==> src/rtl/hyper_lsab_dram_mc.sv <==
// Page-aware block mover controller: splits a transfer at page ends, requests
// channel alignment, issues one chunk at a time to an external mover.
module hyper_lsab_dram_mc #(
    parameter int ADDR_W   = 32,
    parameter int PAGE_W   = 12,
    parameter int LEN_W    = 6,
    parameter int NDRAM    = 2,
    parameter int DSEL_LSB = 12
) (
    input  logic                     CLK,
    input  logic                     RST,
    input  logic                     GO,
    input  logic                     AUTO_CONT,
    input  logic [LEN_W-1:0]         BLOCK_LENGTH,
    input  logic [ADDR_W-1:0]        NEW_ADDR,
    input  logic [1:0]               NEW_SECTION,
    output logic [ADDR_W-1:0]        OLD_ADDR,
    output logic                     READY,
    output logic                     ENDOF_PAGE,
    output logic                     SHORT,
    output logic [PAGE_W-1:0]        BLCK_START,
    output logic [LEN_W-1:0]         BLCK_COUNT_REQ,
    output logic                     BLCK_ISSUE,
    output logic [1:0]               BLCK_SECTION,
    input  logic [LEN_W-1:0]         BLCK_COUNT_SENT,
    input  logic                     BLCK_WORKING,
    output logic [ADDR_W-PAGE_W-1:0] MCU_PAGE_ADDR,
    output logic [NDRAM-1:0]         MCU_REQUEST_ALIGN,
    input  logic [NDRAM-1:0]         MCU_GRANT_ALIGN
);
    localparam int DSEL = (NDRAM > 1) ? $clog2(NDRAM) : 1;

    typedef enum logic [2:0] {IDLE, LOAD, SIZE, ISSUE, MOVE, CLOSE} state_e;

    state_e                    state_q, state_d;
    logic [ADDR_W-1:0]         cur_addr_q, cur_addr_d;
    logic [LEN_W-1:0]          rem_q, rem_d;
    logic                      auto_q, auto_d;
    logic [1:0]                section_q, section_d;
    logic [ADDR_W-1:0]         old_addr_q, old_addr_d;
    logic                      eop_q, eop_d;
    logic                      short_q, short_d;
    logic [PAGE_W-1:0]         start_q, start_d;
    logic [LEN_W-1:0]          count_req_q, count_req_d;
    logic                      issue_q, issue_d;
    logic [ADDR_W-PAGE_W-1:0]  page_q, page_d;
    logic [NDRAM-1:0]          req_align_q, req_align_d;
    logic                      working_q;
    logic [LEN_W-1:0]          sent_q, sent_d;

    logic [NDRAM-1:0]          chan_onehot;
    logic [PAGE_W:0]           end_sum;
    logic [PAGE_W:0]           to_page_end;
    logic [LEN_W-1:0]          sent_eff;
    logic                      grant_ok;
    logic                      working_fall;

    generate
        if (NDRAM > 1) begin : g_multi
            assign chan_onehot = NDRAM'(1) << cur_addr_q[DSEL_LSB +: DSEL];
        end else begin : g_single
            assign chan_onehot = 1'b1;
        end
    endgenerate

    // Carry out of bit PAGE_W means the chunk would cross the page end.
    assign end_sum      = {1'b0, start_q} + (PAGE_W+1)'(rem_q);
    assign to_page_end  = {1'b1, {PAGE_W{1'b0}}} - {1'b0, start_q};
    assign sent_eff     = (BLCK_COUNT_SENT > count_req_q) ? count_req_q : BLCK_COUNT_SENT;
    // Mover handshake: a chunk starts with the one-cycle BLCK_ISSUE pulse, only
    // while the mover is idle (now and last cycle); it ends when BLCK_WORKING falls.
    assign grant_ok     = (|(MCU_GRANT_ALIGN & req_align_q)) && !BLCK_WORKING && !working_q;
    assign working_fall = working_q && !BLCK_WORKING;

    always_comb begin
        state_d     = state_q;
        cur_addr_d  = cur_addr_q;
        rem_d       = rem_q;
        auto_d      = auto_q;
        section_d   = section_q;
        old_addr_d  = old_addr_q;
        eop_d       = eop_q;
        short_d     = short_q;
        start_d     = start_q;
        count_req_d = count_req_q;
        issue_d     = 1'b0;
        page_d      = page_q;
        req_align_d = req_align_q;
        sent_d      = sent_q;
        case (state_q)
            IDLE: begin
                if (GO) begin
                    state_d     = LOAD;
                    cur_addr_d  = NEW_ADDR;
                    rem_d       = BLOCK_LENGTH;
                    auto_d      = AUTO_CONT;
                    section_d   = NEW_SECTION;
                    eop_d       = 1'b0;
                    short_d     = 1'b0;
                    sent_d      = '0;
                    count_req_d = '0;
                end
            end
            LOAD: begin
                if (rem_q == '0) begin
                    state_d = CLOSE;
                end else begin
                    page_d      = cur_addr_q[ADDR_W-1:PAGE_W];
                    start_d     = cur_addr_q[PAGE_W-1:0];
                    req_align_d = chan_onehot;
                    state_d     = SIZE;
                end
            end
            SIZE: begin
                count_req_d = end_sum[PAGE_W] ? LEN_W'(to_page_end) : rem_q;
                state_d     = ISSUE;
            end
            ISSUE: begin
                if (grant_ok) begin
                    issue_d = 1'b1;
                    state_d = MOVE;
                end
            end
            MOVE: begin
                if (working_fall) begin
                    cur_addr_d  = cur_addr_q + ADDR_W'(sent_eff);
                    rem_d       = rem_q - sent_eff;
                    sent_d      = sent_eff;
                    req_align_d = '0;
                    state_d     = CLOSE;
                end
            end
            CLOSE: begin
                if (sent_q < count_req_q) begin
                    short_d = 1'b1;
                    state_d = IDLE;
                end else if (rem_q == '0) begin
                    state_d = IDLE;
                end else if (auto_q) begin
                    state_d = LOAD;
                end else begin
                    eop_d   = 1'b1;
                    state_d = IDLE;
                end
            end
            default: state_d = IDLE;
        endcase
        if (state_d == IDLE && state_q != IDLE) old_addr_d = cur_addr_q;
    end

    always_ff @(posedge CLK) begin
        if (RST) begin
            state_q     <= IDLE;
            cur_addr_q  <= '0;
            rem_q       <= '0;
            auto_q      <= 1'b0;
            section_q   <= '0;
            old_addr_q  <= '0;
            eop_q       <= 1'b0;
            short_q     <= 1'b0;
            start_q     <= '0;
            count_req_q <= '0;
            issue_q     <= 1'b0;
            page_q      <= '0;
            req_align_q <= '0;
            working_q   <= 1'b0;
            sent_q      <= '0;
        end else begin
            state_q     <= state_d;
            cur_addr_q  <= cur_addr_d;
            rem_q       <= rem_d;
            auto_q      <= auto_d;
            section_q   <= section_d;
            old_addr_q  <= old_addr_d;
            eop_q       <= eop_d;
            short_q     <= short_d;
            start_q     <= start_d;
            count_req_q <= count_req_d;
            issue_q     <= issue_d;
            page_q      <= page_d;
            req_align_q <= req_align_d;
            working_q   <= BLCK_WORKING;
            sent_q      <= sent_d;
        end
    end

    assign READY             = (state_q == IDLE);
    assign OLD_ADDR          = old_addr_q;
    assign ENDOF_PAGE        = eop_q;
    assign SHORT             = short_q;
    assign BLCK_START        = start_q;
    assign BLCK_COUNT_REQ    = count_req_q;
    assign BLCK_ISSUE        = issue_q;
    assign BLCK_SECTION      = section_q;
    assign MCU_PAGE_ADDR     = page_q;
    assign MCU_REQUEST_ALIGN = req_align_q;

endmodule

==> config.mk <==
export PLATFORM = sky130hd
export DESIGN_NAME = hyper_lsab_dram_mc
export DESIGN_NICKNAME = d
export VERILOG_FILES = /design/src/rtl/hyper_lsab_dram_mc.sv
export SDC_FILE = /design/constraint.sdc
export NUM_CORES = 1
export LEC_CHECK = 0
export CAP_MARGIN = 25
export CORE_UTILIZATION = 47
export CTS_CLUSTER_SIZE = 10
export DETAILED_ROUTE_END_ITERATION = 8
export GPL_TIMING_DRIVEN = 0
export PLACE_DENSITY_LB_ADDON = 0.2
export SLEW_MARGIN = 10
export SYNTH_ARGS = -nofsm -noshare
export SYNTH_HDL_FRONTEND = slang
export SYNTH_SLANG_ARGS = --single-unit
export TNS_END_PERCENT = 100
==> constraint.sdc <==
create_clock -name CLK -period 3.3 [get_ports CLK]
set_input_delay 0.33 -clock CLK [delete_from_list [all_inputs] [get_ports CLK]]
set_output_delay 0.33 -clock CLK [all_outputs]
set_load 0.02 [all_outputs]
==> run metrics <==
Data required, critical path 3.57 ns; EDFF count, synth 0; failing checks setup timing; TritonCTS clock tree built; Synth Instances 781; Max Root-Sink Buffers 2; critical path's slowest cell fa_2; synthesized area 0.00641 mm^2; number of global-route vias before repair 6,180; relative slew slack 44.9%; WP data arrival 3.77 ns; outcome finished with violations; post-layout net count 1,039; Compound-Gate Fraction of Synth Area 17.9%; largest net degree at the start of global routing 17; Chip Width 119 um; met2 usage 46.6%; VDD IR-drop max 428 uV; CTS Buf Count 17; measured slew at the worst slew-check pin 0.827 ns; post-layout util 69.8%; most frequent cells in the layout 126 x clkdlybuf4s50_1, 120 x dfxtp_1, 118 x nand2_1; Post-DRT Antenna Nets 0; GR Layer Usage met3 7.81%; Routed WL per cell 19.1 um; GRT Residual Overflow 0; initial antenna violation count 0; IO Port Bufs 129; diode count 0; CP max FO 7; max frequency 286 MHz; Rows 42; top_reg_cell synth dfxtp_1; worst path cell trace inv_4 -> ha_4 -> o21a_1 -> o31ai_4 -> a21oi_4 -> nand2_2 -> o21ai_4 -> ha_4 -> inv_2 -> fa_2 -> nor2b_4 -> o31a_1 -> o31ai_4 -> or2_1 -> buf_6 -> or3_1 -> o21ai_1 -> a211oi_1; first-pass GRT wire length 33,200 um; Via Count 6,686; pre-CTS setup slack -0.919 ns; Cell Pwr Density 714 mW/mm^2; synth unique cells 61; CTS clk-pin slew, worst paths 0.06 ns; Final Max Tran Viols 0; CP peak stage delay 0.37 ns; flops & latches, synth 126; Root Driver clkbuf_16; GPL Wtd Cong 0.896; Final period util 106%; commonest non-fill, non-tap cell in the layout clkdlybuf4s50_1; io pins 131; setup TNS -1.21 ns; Yosys warning count 0; Synth async-reset ratio 0%; DP HPWL 14,700 um; Seq/Total Area, Yosys 39.3%; # setup viols final 10; Finished Layout Cells 1,145; Final Total Pwr 6.62 mW; minimum clock period 3.49 ns; Crit path buffers/inverters 3; crit end category flop; mux cell area share after synthesis 7.43%; clk_lat worst skew 0.43 ns; Hold WC Path Type input pin to flop; worst setup margin -0.195 ns; die area 0.0141 mm^2; largest family of logic cells by synthesized area simple AND/OR/NAND/NOR gates; CP top delay family compound AO/OA/AOI/OAI gates; Residual DRC 0; Core ar. 0.0133 mm^2; busiest grt layer met2; global-route usage over all layers 30.8%; XOR/XNOR share of the synthesized area 1.91%; Syn-to-layout area delta 44.6%; layout cells sized above 1 15.2%; die height 119 um; RSZ-0062 raised after global routing true; H-tree Lvls 4; dpl cells 1,086; number of max-cap violations 0; syn nets 864; DRT iter0 DRCs 684; Detailed Route WL 21,900 um; Vias/cell 5.84; Startpoint Class flop; met1 Use GR 41.1%; crit path kind flop to flop; Synth Area in Adders 6.09%; 1st-pass router iterations 9; Static Leak 3.29 nW; Hold Vio Cnt, Final 0; simple-gate share of the synthesized area 22.4%; Initial Utilization 48.2%; clk_skew 0.00588 ns; clk sink count 126; Syn Area/Cell 8.21 um^2
## path summary, 6_finish.rpt
kind,from,end,slack [ns],cells past startpoint
setup / recovery,BLCK_COUNT_REQ[2]$_SDFFE_PP0P_,cur_addr_q[30]$_SDFFE_PP0P_,-0.19,18
hold / removal,RST,cur_addr_q[10]$_SDFFE_PP0P_,0.39,3
setup reg to reg,BLCK_COUNT_REQ[2]$_SDFFE_PP0P_,cur_addr_q[30]$_SDFFE_PP0P_,-0.19,18
hold reg to reg,ENDOF_PAGE$_SDFFE_PP0P_,ENDOF_PAGE$_SDFFE_PP0P_,0.45,2
## flip-flops by register name, summed over array words and instances (netlist names)
name	count
BLCK_COUNT_REQ	6
BLCK_SECTION	2
ENDOF_PAGE	1
BLCK_ISSUE	1
cur_addr_q	32
auto_q	1
MCU_REQUEST_ALIGN	2
SHORT	1
rem_q	6
working_q	1
BLCK_START	12
MCU_PAGE_ADDR	20
OLD_ADDR	32
sent_q	6
state_q	3
## tightest hold or removal path, cell delays in order
cell      delay (ns)
clkbuf_1        0.16
nand2b_1        0.18
o32ai_1         0.10
## cells in the mapped netlist (5+ instances only)
| cell | number | area share [%] |
|---|---|---|
| nand4_1 | 6 | 0.59 |
| inv_1 | 23 | 1.3 |
| a21oi_1 | 64 | 5.0 |
| mux2_2 | 5 | 0.88 |
| xnor2_1 | 11 | 1.5 |
| nor3_1 | 16 | 1.2 |
| buf_2 | 11 | 0.86 |
| o21ai_0 | 34 | 2.7 |
| nor2b_1 | 8 | 0.78 |
| nand2_1 | 120 | 7.0 |
| nand2b_1 | 6 | 0.59 |
| nor4_1 | 10 | 0.98 |
| a211oi_1 | 17 | 2.0 |
| nor3_2 | 5 | 0.78 |
| dfxtp_1 | 126 | 39 |
| a311oi_1 | 6 | 0.82 |
| a22oi_1 | 8 | 0.94 |
| mux2i_1 | 42 | 6.6 |
| ha_1 | 28 | 5.5 |
| and3_1 | 6 | 0.59 |
| nor2_1 | 85 | 5.0 |
| clkbuf_1 | 37 | 2.2 |
| a31oi_1 | 8 | 0.78 |
| or3_1 | 9 | 0.88 |
| nand3_1 | 16 | 1.2 |
| a21o_1 | 7 | 0.82 |
## per-stage QoR
step | cell area, um^2 | hold WS [ns]
after floorplan | 6490 | 0.445
after global placement | 8010 | 0.441
after detailed placement | 8010 | 0.446
after CTS | 9000 | 0.386
after global routing | 9270 | 0.434
final | 9270 | 0.388
## cell families (layout without fill, tap and decap cells)
group | count (synthesis) | in the layout
AND/OR/NAND/NOR | 308 | 308
flip-flops | 126 | 126
AO/OA/AOI/OAI | 181 | 181
adder cells (fa/ha/maj) | 30 | 30
XOR/XNOR | 14 | 14
multiplexers | 47 | 47
buffers and inverters | 75 | 263
## where the power goes
group          internal, mW  switching (mW)  total [mW]
clock network          1.27           0.717        1.99
logic                 0.999            1.51        2.51
registers              1.77           0.348        2.11
## area by class of cell
type / count / area [um^2]
Inverter: 23 / 93.8
Clock buffer: 20 / 478
Fill cell: 1053 / 4020
Tap cell: 176 / 220
Buffer: 52 / 238
Sequential cell: 126 / 2540
Multi-Input combinational cell: 580 / 4020
Clock inverter: 12 / 158
Timing Repair Buffer: 156 / 1530
## routing by layer
| metal | share of wire (%) | vias to the layer above | wire (um) |
|---|---|---|---|
| met1 | 41 | 3086 | 8920 |
| li1 | - | 3121 | - |
| met2 | 44 | 396 | 9680 |
| met5 | 0 | - | 0 |
| met4 | 4.3 | 0 | 950 |
| met3 | 11 | 83 | 2310 |
## what timing repair did
| action | 4_1_cts | 5_1_grt |
|---|---|---|
| setup buffers | 19 | 8 |
| hold buffers | 0 | 0 |
| cloned | 0 | 0 |
| resized for setup | 41 | 47 |
| pin swaps | 26 | 42 |
| setup endpoints to repair | 27 | 27 |
No activity file was read; power rests on OpenSTA's default activity.
